[config.mk]
export PLATFORM = sky130hd
export DESIGN_NAME = eeg_load_ctrl
export DESIGN_NICKNAME = d
export VERILOG_FILES = /design/src/rtl/eeg_load_ctrl_pkg.sv /design/src/rtl/eeg_load_ctrl_adc_to_fx.sv /design/src/rtl/eeg_load_ctrl.sv
export SDC_FILE = /design/constraint.sdc
export NUM_CORES = 1
export LEC_CHECK = 0
export CORE_ASPECT_RATIO = 0.9
export CORE_MARGIN = 2
export CORE_UTILIZATION = 41
export CTS_CLUSTER_DIAMETER = 100
export DETAILED_ROUTE_END_ITERATION = 10
export PLACE_DENSITY = 0.86
export SLEW_MARGIN = 15
export SYNTH_ARGS = -nofsm -noshare
export SYNTH_HDL_FRONTEND = slang
export SYNTH_SLANG_ARGS = --single-unit
[constraint.sdc]
create_clock -name clk -period 1.79 [get_ports clk]
set_input_delay 0.358 -clock clk [delete_from_list [all_inputs] [get_ports clk]]
set_output_delay 0.358 -clock clk [all_outputs]
set_load 0.03 [all_outputs]
[src/rtl/eeg_load_ctrl_pkg.sv]
// Shared types and constants for the EEG front-end: ADC sample, intermediate-result
// memory words and addresses, memory map and the epoch-load FSM states.
package eeg_load_ctrl_pkg;

    localparam int NUM_PATCHES          = 60;
    localparam int PATCH_LEN            = 64;
    localparam int ADC_BITWIDTH         = 16;
    localparam int Q_STO_INT_RES_DOUBLE = 20;
    localparam int INT_RES_DOUBLE_W     = 30;
    localparam int INT_RES_ADDR_W       = 16;

    typedef logic [ADC_BITWIDTH-1:0]     AdcData_t;
    typedef logic [INT_RES_ADDR_W-1:0]   IntResAddr_t;
    typedef logic [INT_RES_DOUBLE_W-1:0] IntResDouble_t;

    typedef enum logic {
        SINGLE_WIDTH = 1'b0,
        DOUBLE_WIDTH = 1'b1
    } DataWidth_t;

    typedef enum logic [2:0] {
        INT_RES_SW_FX = 3'd0,
        INT_RES_DW_FX = 3'd1,
        INT_RES_SW_FX_SOFTMAX = 3'd2,
        INT_RES_DW_FX_SOFTMAX = 3'd3
    } FxFormatIntRes_t;

    // Regions of intermediate-result memory; EEG samples occupy the first epoch-sized block
    typedef enum logic [1:0] {
        EEG_INPUT_MEM   = 2'd0,
        PATCH_MEM       = 2'd1,
        CLASS_TOKEN_MEM = 2'd2,
        POS_EMB_MEM     = 2'd3
    } IntResMem_t;

    localparam IntResAddr_t mem_map [4] = '{16'd0, 16'd3840, 16'd7680, 16'd7744};

    typedef enum logic [1:0] {
        IDLE_EEG = 2'd0,
        LOAD_EEG = 2'd1,
        DONE_EEG = 2'd2
    } EegLoadState_t;

endpackage

[src/rtl/eeg_load_ctrl_adc_to_fx.sv]
// Unsigned ADC sample to double-width intermediate-result fixed point.
// The sample lands in the fractional field, so the result is sample/2^ADC_BITWIDTH.
module adc_to_fx
    import eeg_load_ctrl_pkg::*;
#(
    parameter int FRAC_SHIFT = Q_STO_INT_RES_DOUBLE - ADC_BITWIDTH
) (
    input  AdcData_t      sample,
    output IntResDouble_t fx
);

    assign fx = IntResDouble_t'(sample) << FRAC_SHIFT;

endmodule

[src/rtl/eeg_load_ctrl.sv]
// EEG epoch loader: converts a stream of ADC samples and writes one epoch contiguously
// into intermediate-result memory through a one-entry stall buffer.
module eeg_load_ctrl
    import eeg_load_ctrl_pkg::*;
#(
    parameter int          NUM_SAMPLES = NUM_PATCHES * PATCH_LEN,
    parameter IntResAddr_t BASE_ADDR   = mem_map[EEG_INPUT_MEM],
    parameter int          FRAC_SHIFT  = Q_STO_INT_RES_DOUBLE - ADC_BITWIDTH
) (
    input  logic            clk,
    input  logic            rst,
    input  logic            start,
    input  logic            sample_valid,
    input  AdcData_t        sample_data,
    output logic            mem_wr_en,
    output IntResAddr_t     mem_wr_addr,
    output IntResDouble_t   mem_wr_data,
    output DataWidth_t      mem_wr_width,
    output FxFormatIntRes_t mem_wr_format,
    input  logic            mem_wr_grant,
    output logic            busy,
    output logic            done,
    output logic            overrun,
    output logic [11:0]     sample_count
);

    localparam logic [11:0] LAST_IDX = 12'(NUM_SAMPLES - 1);

    EegLoadState_t state_q, state_d;
    IntResDouble_t fx_p0;
    logic          wr_fire, last_wr, capture, drop;

    adc_to_fx #(
        .FRAC_SHIFT(FRAC_SHIFT)
    ) u_adc_to_fx (
        .sample(sample_data),
        .fx    (fx_p0)
    );

    assign mem_wr_width  = DOUBLE_WIDTH;
    assign mem_wr_format = INT_RES_DW_FX;

    // mem_wr_en doubles as the buffer-full flag: a held sample is always being offered
    always_comb begin
        wr_fire = (state_q == LOAD_EEG) && mem_wr_en && mem_wr_grant;
        last_wr = wr_fire && (sample_count == LAST_IDX);
        capture = (state_q == LOAD_EEG) && sample_valid && !last_wr
                  && (!mem_wr_en || mem_wr_grant);
        drop    = (state_q == LOAD_EEG) && sample_valid && mem_wr_en && !mem_wr_grant;
    end

    always_comb begin
        state_d = state_q;
        busy    = 1'b0;
        done    = 1'b0;
        case (state_q)
            IDLE_EEG: if (start) state_d = LOAD_EEG;
            LOAD_EEG: begin
                busy = 1'b1;
                if (last_wr) state_d = DONE_EEG;
            end
            DONE_EEG: begin
                done    = 1'b1;
                state_d = IDLE_EEG;
            end
            default: state_d = IDLE_EEG;
        endcase
    end

    always_ff @(posedge clk or posedge rst) begin
        if (rst) begin
            state_q      <= IDLE_EEG;
            mem_wr_en    <= 1'b0;
            mem_wr_addr  <= BASE_ADDR;
            mem_wr_data  <= '0;
            overrun      <= 1'b0;
            sample_count <= '0;
        end else begin
            state_q <= state_d;
            if ((state_q == IDLE_EEG) && start) begin
                mem_wr_addr  <= BASE_ADDR;
                sample_count <= '0;
                overrun      <= 1'b0;
            end
            // Address stops on the last slot so it never leaves the epoch region
            if (wr_fire) begin
                sample_count <= sample_count + 12'd1;
                if (!last_wr) mem_wr_addr <= mem_wr_addr + IntResAddr_t'(1);
            end
            if (capture) begin
                mem_wr_en   <= 1'b1;
                mem_wr_data <= fx_p0;
            end else if (wr_fire) begin
                mem_wr_en <= 1'b0;
            end
            if (drop) overrun <= 1'b1;
        end
    end

endmodule

==> impl_metrics.tcl, run 1 <==
set metrics [dict create \
    run_status "complete, but fails checks" \
    violations "DRC, setup timing" \
    cts.path.max_buffers 2 \
    drv_cap 0 \
    fin_skew_ns 0.007723 \
    slew_violations 0 \
    critPathArrivalTime_ns 2.02 \
    pin_count 87 \
    crit_fanout 6 \
    swShare 0.3717 \
    cts.sinks 48 \
    drt-initial-drc-count 200 \
    layout_setup_ws_ns -0.03821 \
    area_growth_syn_to_layout_pct 54.84 \
    hold_viol_final 0 \
    synth_edf_count 0 \
    synthTopCellsByArea "dfrtp_1 49%, mux2_2 6.8%, buf_4 5.8%, nand3_1 3.6%, a211o_1 3.2%" \
    totalWireLength_mm 6.466 \
    synth_common_cells "48 x dfrtp_1, 20 x nand2_1, 19 x buf_4, 18 x nand3_1, 15 x mux2_2" \
    drive_gt1_frac 0.3362 \
    grt_max_degree 49 \
    vias 2277 \
    yosys_warnings 0 \
    ant_nets 0 \
    final_area_mm2 0.003826 \
    vias_per_cell 5.487 \
    diodes 0 \
    globalRouteOverflowTotal 0 \
    dpl.hpwl_mm 4.299 \
    place_area_mm2 0.003487 \
    synth-seq-cells 48 \
    core_mm2 0.005758 \
    track_usage 0.1993 \
    power_frac_clock 0.201 \
    tightest_slew_ns 0.5118 \
    die_width_um 85.84 \
    rows 26 \
    yosysUniqueCellTypes 46 \
    power_density_mw_per_mm2 1055 \
    die_area_mm2 0.006665 \
    cts_tree "built" \
    avgSynthCellArea_um2 10.84 \
    synth_flop_cell "dfrtp_1" \
    synth.cell_area_mm2 0.002471 \
    die_h_um 77.65 \
    ys_seq_area_frac 0.4861 \
    crit_type "flop to flop" \
    peakVddDrop_mv 0.7388 \
    post-synth-top-count-cell "dfrtp_1" \
    fmax_mhz 547.0 \
    clock_latency_ns 0.31 \
    synth_top_area_frac 0.4861 \
    power.total_mw 4.038 \
    startpoint_type "flop" \
    finalNetCount 367 \
    rsz0062_at_grt "yes" \
    power_switching_mw 1.501 \
    synthArstFlopShare 1.000 \
    cts-buffers-inserted 5 \
    required_ns 1.98 \
    initial_core_util 0.4292 \
    root_buffer "clkbuf_8" \
    min_period_ns 1.828 \
    max_slew_margin 0.6576 \
    hold_class "input port to async pin" \
    h-tree-depth 2 \
    clk_transition_reported_paths_ns 0.10 \
    grt_pass1_vias 2236 \
    netlist_instances 228 \
    fin_crit_sh 1.021 \
    place.gp.congestion 0.8584 \
    drc 4 \
    intPower_mw 2.537 \
    wl_per_cell_um 15.58 \
    seqPwrFrac 0.361 \
    yosysTopAreaCell "dfrtp_1" \
    antenna_found_initial 0 \
    grt_pass1_wl_mm 10.61 \
    setup_viol 9 \
    combinationalPowerShare 0.438 \
    drtPass1Iterations 8 \
    portBuffers 68 \
    end_kind "flop" \
    power_leakage_nw 1.949 \
]
[cells in the final DEF, fill, tap and decap left out, drive strengths merged, types with 2 or more instances in the layout]
cell | synthesis | final
nand3 | 18 | 18
nand2 | 20 | 20
o21ai | 9 | 9
clkbuf | 2 | 7
dlymetal6s2s | 0 | 5
mux2 | 16 | 16
dfrtp | 48 | 48
ha | 2 | 2
nand4b | 2 | 2
dlygate4sd2 | 0 | 24
a211o | 9 | 9
nor4 | 2 | 2
mux2i | 2 | 2
nand2b | 2 | 2
and2 | 2 | 2
inv | 3 | 4
o41ai | 2 | 2
o31ai | 5 | 5
nor2 | 4 | 4
buf | 25 | 51
nand4 | 5 | 5
nor2b | 3 | 3
nor3 | 9 | 9
or4 | 4 | 4
conb | 2 | 18
clkdlybuf4s50 | 0 | 37
o211ai | 4 | 4
and3 | 10 | 10
and4 | 3 | 3
a21oi | 3 | 3
[sequential cells by signal, indices dropped and copies added, names as in the netlist]
name / flops
sample_count: 12
mem_wr_addr: 16
state_q: 2
overrun: 1
mem_wr_data: 16
mem_wr_en: 1
[per-layer routing]
metal  vias to the layer above  GRT usage  wire length, um  share of wire
met2                       119     0.3266             3289           0.51
met3                        13    0.05532              512          0.079
met5                         -          0                0              0
li1                       1050          -                -              -
met4                         0    0.06984               81          0.013
met1                      1095     0.2529             2582           0.40
[per-stage QoR]
stage	setup WS [ns]	setup TNS, ns	utilization	hold WS, ns	std cells
finish	-0.03821	-0.2411	0.6645	0.3895	415
detailed placement	-0.4175	-13.69	0.6056	0.4931	393
global placement	-0.3645	-11.46	0.6056	0.4744	393
global route	-0.07981	-1.156	0.6645	0.4174	415
floorplan	-0.05115	-0.4848	-	0.4897	244
CTS	-0.01619	-0.05463	0.6465	0.4017	412
[critical path, cell delays in order (launching register included)]
cell and delay (ns):
dfrtp_2 0.40, ha_4 0.15, nand2_4 0.06, buf_6 0.11
o41a_1 0.44, buf_6 0.17, and3_4 0.16, a211o_1 0.22
[cell families (layout without fill, tap and decap cells)]
logic type      count (synthesis)  in the layout  share of synthesized area
simple gates                   87             87                     0.2046
flops                          48             48                     0.4861
compound gates                 40             40                     0.1291
buf+inv                        30            131                    0.08253
mux                            18             18                    0.08101
fa+ha+maj                       2              2                    0.01012
other cells                     2             18                   0.003039
xor+xnor                        1              1                   0.003545
[timing repair]
action                                  CTS  global route
pin swaps                                 9             6
gates resized for setup                  43            21
hold buffers                              0             0
endpoints found under the setup margin   54            37
cloned                                    1             1
setup buffers                            10             2
[worst paths after layout]
kind                                       from  cells past startpoint         endpoint  slack (ns)
max in group asynchronous                   rst                      3   mem_wr_addr[9]        1.16
worst min-delay path                        rst                      3   mem_wr_data[9]        0.39
min in group clk                mem_wr_data[13]                      1  mem_wr_data[13]        0.51
worst min register to register  mem_wr_data[13]                      1  mem_wr_data[13]        0.51
worst max-delay path            sample_count[0]                      7   mem_wr_addr[3]       -0.04
worst max register to register  sample_count[0]                      7   mem_wr_addr[3]       -0.04
[power groups by stage]
| stage | registers [mW] | clock network [mW] | logic, mW |
|---|---|---|---|
| detailed placement | 1.47 | 0 | 1.65 |
| global route | 1.49 | 0.880 | 1.88 |
| floorplan | 1.89 | 0 | 0.513 |
| finish | 1.46 | 0.812 | 1.77 |
| global placement | 1.45 | 0 | 1.61 |
| CTS | 1.46 | 0.827 | 1.70 |
[cell type report]
class,count,area [um^2]
Tap cell,70,87.58
Clock inverter,3,46.29
Inverter,3,11.26
Multi-Input combinational cell,166,1269
Clock buffer,5,68.82
Timing Repair Buffer,120,1121
Fill cell,435,1932
Sequential cell,48,1222
Note: power is estimated with default switching activity, not from simulation.
==> run 2, diff against run 1 <==
--- a/config.mk
+++ b/config.mk
@@ -5,6 +5,7 @@
 export SDC_FILE = /design/constraint.sdc
 export NUM_CORES = 1
 export LEC_CHECK = 0
+export ABC_CLOCK_PERIOD_IN_PS = 1790
 export CORE_ASPECT_RATIO = 0.9
 export CORE_MARGIN = 2
 export CORE_UTILIZATION = 41
==> results of run 2 <==
No change in the layout: final DEF, timing and power equal those of run 1.
